--- src/rtl/hm_ctrl_pkg.sv ---
// rtl/hm_ctrl_pkg.sv - shared state encodings and CSR register indices for hm_ctrl
package hm_ctrl_pkg;

  typedef enum logic [2:0] {
    ST_IDLE      = 3'd0,
    ST_WAIT_LINK = 3'd1,
    ST_RUN       = 3'd2,
    ST_BACKOFF   = 3'd3,
    ST_DONE      = 3'd4,
    ST_ERROR     = 3'd5
  } hm_state_e;

  localparam logic [2:0] REG_CTRL       = 3'd0;
  localparam logic [2:0] REG_STATUS     = 3'd1;
  localparam logic [2:0] REG_SNAP_RX    = 3'd2;
  localparam logic [2:0] REG_SNAP_TX    = 3'd3;
  localparam logic [2:0] REG_SNAP_DROP  = 3'd4;
  localparam logic [2:0] REG_RUN_CYCLES = 3'd5;

  localparam int CTRL_START_BIT  = 0;
  localparam int CTRL_ABORT_BIT  = 1;
  localparam int CTRL_IRQ_EN_BIT = 2;
  localparam int STAT_DONE_BIT   = 3;
  localparam int STAT_ERR_BIT    = 4;

  function automatic logic [31:0] status_word(input logic [3:0] retry, input logic err,
                                              input logic done, input hm_state_e st);
    return {23'd0, retry, err, done, st};
  endfunction

endpackage

--- src/rtl/hm_ctrl.sv ---
// rtl/hm_ctrl.sv - run/retry/backoff controller with CSR bank, stat snapshots and irq
module hm_ctrl
  import hm_ctrl_pkg::*;
#(
  parameter logic [3:0]  csr_addr  = 4'h0,
  parameter int unsigned retry_max = 3,
  parameter int unsigned backoff   = 256
) (
  input  logic        sys_clk,
  input  logic        sys_rst,
  input  logic [13:0] csr_a,
  input  logic        csr_we,
  input  logic [31:0] csr_di,
  output logic [31:0] csr_do,
  output logic        irq,
  output logic        hm_start,
  output logic        hm_abort,
  input  logic        hm_end,
  input  logic        rx_timeout,
  input  logic        tx_timeout,
  input  logic        trn_lnk_up_n,
  input  logic [31:0] stat_cpt_rx,
  input  logic [31:0] stat_cpt_tx,
  input  logic [31:0] stat_cpt_drop
);

  localparam logic [3:0]  RETRY_MAX = retry_max[3:0];
  localparam logic [15:0] BO_LAST   = 16'(backoff - 1);

  hm_state_e   state_q, state_d;
  logic [31:0] csr_do_q, csr_do_d;
  logic        irq_q, irq_d;
  logic        hm_start_q, hm_start_d;
  logic        hm_abort_q, hm_abort_d;
  logic        done_q, done_d;
  logic        err_q, err_d;
  logic        irq_en_q, irq_en_d;
  logic [3:0]  retry_cnt_q, retry_cnt_d;
  logic [15:0] bo_cnt_q, bo_cnt_d;
  logic [31:0] snap_rx_q, snap_rx_d;
  logic [31:0] snap_tx_q, snap_tx_d;
  logic [31:0] snap_drop_q, snap_drop_d;
  logic [31:0] run_cycles_q, run_cycles_d;

  logic       sel, ctrl_wr, stat_wr, start_wr, abort_wr;
  logic [2:0] idx;
  logic       unused_bits;

  assign unused_bits = ^{csr_a[9:3], csr_di[31:5]};

  always_comb begin
    sel      = (csr_a[13:10] == csr_addr);
    idx      = csr_a[2:0];
    ctrl_wr  = csr_we && sel && (idx == REG_CTRL);
    stat_wr  = csr_we && sel && (idx == REG_STATUS);
    start_wr = ctrl_wr && csr_di[CTRL_START_BIT];
    abort_wr = ctrl_wr && csr_di[CTRL_ABORT_BIT];

    state_d      = state_q;
    hm_abort_d   = 1'b0;
    done_d       = done_q;
    err_d        = err_q;
    irq_en_d     = irq_en_q;
    retry_cnt_d  = retry_cnt_q;
    bo_cnt_d     = bo_cnt_q;
    snap_rx_d    = snap_rx_q;
    snap_tx_d    = snap_tx_q;
    snap_drop_d  = snap_drop_q;
    run_cycles_d = run_cycles_q;

    if (ctrl_wr) irq_en_d = csr_di[CTRL_IRQ_EN_BIT];
    if (stat_wr && csr_di[STAT_DONE_BIT]) done_d = 1'b0;
    if (stat_wr && csr_di[STAT_ERR_BIT])  err_d  = 1'b0;

    if ((state_q == ST_RUN || state_q == ST_BACKOFF) && run_cycles_q != 32'hFFFF_FFFF)
      run_cycles_d = run_cycles_q + 32'd1;

    // Priority within each state: abort write, then link down, then hm_end, then timeout.
    case (state_q)
      ST_IDLE, ST_DONE, ST_ERROR: begin
        if (abort_wr && state_q != ST_IDLE) begin
          hm_abort_d = 1'b1;
          state_d    = ST_IDLE;
        end else if (start_wr) begin
          done_d       = 1'b0;
          err_d        = 1'b0;
          retry_cnt_d  = 4'd0;
          run_cycles_d = 32'd0;
          state_d      = trn_lnk_up_n ? ST_WAIT_LINK : ST_RUN;
        end
      end
      ST_WAIT_LINK: begin
        if (abort_wr) begin
          hm_abort_d = 1'b1;
          state_d    = ST_IDLE;
        end else if (!trn_lnk_up_n) begin
          state_d = ST_RUN;
        end
      end
      ST_RUN: begin
        if (abort_wr) begin
          hm_abort_d = 1'b1;
          state_d    = ST_IDLE;
        end else if (trn_lnk_up_n) begin
          hm_abort_d = 1'b1;
          err_d      = 1'b1;
          state_d    = ST_ERROR;
        end else if (hm_end) begin
          snap_rx_d   = stat_cpt_rx;
          snap_tx_d   = stat_cpt_tx;
          snap_drop_d = stat_cpt_drop;
          done_d      = 1'b1;
          state_d     = ST_DONE;
        end else if (rx_timeout || tx_timeout) begin
          if (retry_cnt_q < RETRY_MAX) begin
            hm_abort_d  = 1'b1;
            retry_cnt_d = retry_cnt_q + 4'd1;
            bo_cnt_d    = 16'd0;
            state_d     = ST_BACKOFF;
          end else begin
            err_d   = 1'b1;
            state_d = ST_ERROR;
          end
        end
      end
      ST_BACKOFF: begin
        if (abort_wr) begin
          hm_abort_d = 1'b1;
          state_d    = ST_IDLE;
        end else if (trn_lnk_up_n) begin
          hm_abort_d = 1'b1;
          err_d      = 1'b1;
          state_d    = ST_ERROR;
        end else if (bo_cnt_q == BO_LAST) begin
          state_d = ST_RUN;
        end else begin
          bo_cnt_d = bo_cnt_q + 16'd1;
        end
      end
      default: state_d = ST_IDLE;
    endcase

    hm_start_d = (state_d == ST_RUN) && (state_q != ST_RUN);
    irq_d      = irq_en_d && (done_d || err_d);

    csr_do_d = 32'd0;
    if (sel) begin
      case (idx)
        REG_CTRL:       csr_do_d = {29'd0, irq_en_q, 2'b00};
        REG_STATUS:     csr_do_d = status_word(retry_cnt_q, err_q, done_q, state_q);
        REG_SNAP_RX:    csr_do_d = snap_rx_q;
        REG_SNAP_TX:    csr_do_d = snap_tx_q;
        REG_SNAP_DROP:  csr_do_d = snap_drop_q;
        REG_RUN_CYCLES: csr_do_d = run_cycles_q;
        default:        csr_do_d = 32'd0;
      endcase
    end
  end

  always_ff @(posedge sys_clk or posedge sys_rst) begin
    if (sys_rst) begin
      state_q      <= ST_IDLE;
      csr_do_q     <= 32'd0;
      irq_q        <= 1'b0;
      hm_start_q   <= 1'b0;
      hm_abort_q   <= 1'b0;
      done_q       <= 1'b0;
      err_q        <= 1'b0;
      irq_en_q     <= 1'b0;
      retry_cnt_q  <= 4'd0;
      bo_cnt_q     <= 16'd0;
      snap_rx_q    <= 32'd0;
      snap_tx_q    <= 32'd0;
      snap_drop_q  <= 32'd0;
      run_cycles_q <= 32'd0;
    end else begin
      state_q      <= state_d;
      csr_do_q     <= csr_do_d;
      irq_q        <= irq_d;
      hm_start_q   <= hm_start_d;
      hm_abort_q   <= hm_abort_d;
      done_q       <= done_d;
      err_q        <= err_d;
      irq_en_q     <= irq_en_d;
      retry_cnt_q  <= retry_cnt_d;
      bo_cnt_q     <= bo_cnt_d;
      snap_rx_q    <= snap_rx_d;
      snap_tx_q    <= snap_tx_d;
      snap_drop_q  <= snap_drop_d;
      run_cycles_q <= run_cycles_d;
    end
  end

  assign csr_do   = csr_do_q;
  assign irq      = irq_q;
  assign hm_start = hm_start_q;
  assign hm_abort = hm_abort_q;

endmodule

--- config.mk ---
export PLATFORM = sky130hd
export DESIGN_NAME = hm_ctrl
export DESIGN_NICKNAME = d
export VERILOG_FILES = /design/src/rtl/hm_ctrl_pkg.sv /design/src/rtl/hm_ctrl.sv
export SDC_FILE = /design/constraint.sdc
export NUM_CORES = 1
export LEC_CHECK = 0
export CAP_MARGIN = 20
export CORE_UTILIZATION = 48
export DETAILED_ROUTE_END_ITERATION = 10
export GPL_TIMING_DRIVEN = 0
export MAX_ROUTING_LAYER = met4
export PLACE_DENSITY = 0.76
export SYNTH_ARGS = -nofsm -noshare
export SYNTH_HDL_FRONTEND = slang
export SYNTH_SLANG_ARGS = --single-unit
--- constraint.sdc ---
create_clock -name sys_clk -period 8 [get_ports sys_clk]
set_input_delay 0.8 -clock sys_clk [delete_from_list [all_inputs] [get_ports sys_clk]]
set_output_delay 0.8 -clock sys_clk [all_outputs]
set_load 0.01 [all_outputs]
==> metrics.md <==
| Metric | Value |
|---|---|
| Status | `completed` |
| Fin Hold WS | `roughly 0.48 ns` |
| CP Capture Type | `flop` |
| Area Growth Syn to Fin | `27.42%` |
| Post-route cell area | `11190 sq um` |
| HPWL Detailed | `between 15000 and 20000 um` |
| Dpl ws | `slightly above 4 ns` |
| Pleak | `between 4 and 5 nW` |
| Post-synth EDFFs | `0` |
| Area of the mapped netlist | `between 8000 and 9000 sq um` |
| Sequential area share after synthesis | `between 50% and 60%` |
| Number of DRC markers in iteration 0 | `618` |
| Via count | `~7000` |
| Finished Core Util | `between 60% and 70%` |
| Final Skew | `0.01089 ns` |
| Cell mode on critical path | `buf_2` |
| Initial DRT Pass Iterations | `6` |
| Routability Congestion | `0.8931` |
| Fill cells | `roughly 1400` |
| RSZ-0062 raised after global routing | `false` |
| Count leader, synth | `dfrtp_1` |
| Setup repair bufs after CTS | `0` |
| Top cells by count, synth | `189 x dfrtp_1, 120 x mux2_2, 46 x a21oi_1` |
| DRT antenna net count | `0` |
| Final hold violations | `0` |
| Mean area per synthesized cell | `~12 sq um` |
| Hold Path Class | `flop to flop` |
| Slew @ Worst Pin | `1.006 ns` |
| First-pass GRT wire length | `approximately 36000 um` |
| Row count | `49` |
| Core area | `between 15000 and 20000 sq um` |
| Startpoint Class | `input pin` |
| Flops & latches, synth | `between 150 and 200` |
| Post-route DRC | `0` |
| Latest clock arrival within the worst-skew pair | `0.44 ns` |
| Delay-heaviest family, CP | `buffers and inverters` |
| Diode count | `0` |
| Antenna violations before repair | `0` |
| Grt met2 use | `about two fifths` |
| Internal | `roughly 2.2 mW` |
| TritonCTS Sinks | `roughly 190` |
| Share of post-route cells with drive strength above 1 | `19.72%` |
| Worst path bufs/invs | `5` |
| Initial Util | `between 40% and 50%` |
| Main synth FF type | `dfrtp_1` |
| Minimum clock period | `approximately 3.5 ns` |
| Input/output buffers | `roughly 150` |
| Top post-synthesis cells by area | `dfrtp_1 54%, mux2_2 15%, a21oi_1 2.6%` |
| Clock transition at the registers of the reported paths | `around 0.070 ns` |
| Top Usage Layer GRT | `met2` |
| Die Y | `137.2 um` |
| Met1 Track Usage GR | `approximately a third` |
| Routed vias/inst | `6.010` |
| Share of the synthesized area in the top cell type | `53.87%` |
| I/O pin total | `about 180` |
| Placement Cell Area | `10560 sq um` |
| Slew Limit Fails | `0` |
| Largest net degree at the start of global routing | `101` |
| Pwr Density | `approximately 290 nW/um^2` |
| Die area | `between 15000 and 20000 sq um` |
| CTS tree | `yes` |
| Yosys warning count | `0` |
| Syn Inst Count | `around 750` |
| Grt ovf | `0` |
| Max Cap Violations | `0` |
| Mapped Nets | `905` |
| Peak supply drop | `roughly 0.00018 V` |
| Critical Path AT | `~3.8 ns` |
| H-tree Lvls | `4` |
| Critical path fanouts, max | `10` |
| Max_slew headroom | `32.10%` |
| Worst path max stage delay | `between 0.6 and 0.7 ns` |
| Vias in the first global route | `6793` |
| Count of different cell masters after synthesis | `57` |
| Cts repair resizes | `0` |
| Flop pwr share | `46.3%` |
| Critical Path RT | `8.32 ns` |
| Endpoints failing setup | `0` |
| Die X | `about 140 um` |
| Clock power frac | `between 20% and 30%` |
| Final Power | `roughly 3.2 mW` |
| Setup TNS Final | `0 ns` |
| Peak Freq | `286.2 MHz` |
| Combinational power share | `between 20% and 30%` |
| Met3 capacity usage during global routing | `about 6%` |
| Avg WL per Cell | `~20 um` |
| Crit Path Category | `input pin to flop` |
| # nets final | `1073` |
| Num CTS Buffers | `17` |
| Switching power | `about 0.99 mW` |
| GRT Overall Usage | `26.41%` |
| CTS Buffer Depth | `2` |
| Slowest CP cell | `nor3_2` |
| Setup ws final | `roughly 4.5 ns` |
| Switching share of total power | `30.91%` |
| # hold bufs at CTS | `0` |
| Final period util | `~44%` |
| Cell taking the most area after synthesis | `dfrtp_1` |
| Final wirelength | `22930 um` |
| CTS Root Cell | `clkbuf_16` |
| Placed insts | `1129` |
| CP cell instances | `clkdlybuf4s50_1 -> nor4b_1 -> and3_1 -> buf_2 -> or3_1 -> buf_2 -> nor3_2 -> buf_6 -> buf_4 -> mux2_2` |
| Fin cells | `1162` |
| FFs w/ async S/R, synth | `100.0%` |
| Setup slack, reg-to-reg | `just over 5 ns` |
routing by layer:
metal | part of all wire [%] | wire length (um)
met2 | 49 | 11150
met1 | 43 | 9958
met5 | 0 | 0
met3 | 5.7 | 1307
met4 | 2.3 | 517
logic make-up (layout without fill, tap and decap cells):
| group | after synthesis | after routing | share of synthesized area, % |
|---|---|---|---|
| multiplexers | 132 | 132 | 16.87 |
| AO/OA/AOI/OAI | 158 | 158 | 12.23 |
| buffers and inverters | 61 | 241 | 2.993 |
| XOR/XNOR | 5 | 5 | 0.4988 |
| adder cells (fa/ha/maj) | 3 | 3 | 0.4276 |
| AND/OR/NAND/NOR | 205 | 205 | 13.11 |
| flip-flops | 189 | 189 | 53.87 |
layout make-up:
cell class                 instances  area [sq um]  share of cell area (%)
multi-input combinational        503          3787                   33.86
timing repair buffer             149          1499                   13.40
tap                              229         286.5                   2.561
inverter                          12         52.55                  0.4697
buffer                            49         217.7                   1.946
sequential                       189          4730                   42.28
clock buffer                      18         439.2                   3.926
clock inverter                    13         175.2                   1.566
power groups by stage:
stage | Sequential, mW | Combinational [mW] | Clock (mW)
after floorplan | 1.42 | 0.626 | 0
after global placement | 1.48 | 0.799 | 0
after detailed placement | 1.49 | 0.827 | 0
after CTS | 1.48 | 0.835 | 0.898
after global routing | 1.53 | 0.925 | 0.938
final | 1.49 | 0.836 | 0.891
path summary, 6_finish.rpt:
| path | startpoint | end | cells after the start |
|---|---|---|---|
| worst min register to register | snap_drop_q[15] | snap_drop_q[15] | 1 |
| worst max-delay path | csr_a[0] | snap_drop_q[4] | 10 |
| max in group asynchronous | sys_rst | state_q[2] | 3 |
| min in group asynchronous | sys_rst | snap_tx_q[3] | 2 |
| worst min-delay path | snap_drop_q[15] | snap_drop_q[15] | 1 |
| worst max register to register | retry_cnt_q[0] | bo_cnt_q[5] | 8 |
sequential cells by signal, summed over array words and instances (netlist names), 3 cells and up:
signal        flops
bo_cnt_q         16
csr_do           32
retry_cnt_q       4
run_cycles_q     32
snap_drop_q      32
snap_rx_q        32
snap_tx_q        32
state_q           3
cells in the final DEF, fill, tap and decap left out, drive strengths merged, types with 4 or more instances in the layout:
cell             n
nand3           25
and4            10
nor3             7
or3             25
buf             23
mux2i            4
nor2            40
a222oi          23
or4             18
mux2           128
nand4           13
and3            13
xnor2            4
and2             8
inv             19
clkbuf          47
or2              4
dfrtp          189
a22oi           17
o31ai           15
o211ai           6
a21oi           46
o21ai           27
nor4             4
clkdlybuf4s50  146
nand2           29
(Power assumes the default switching activity.)
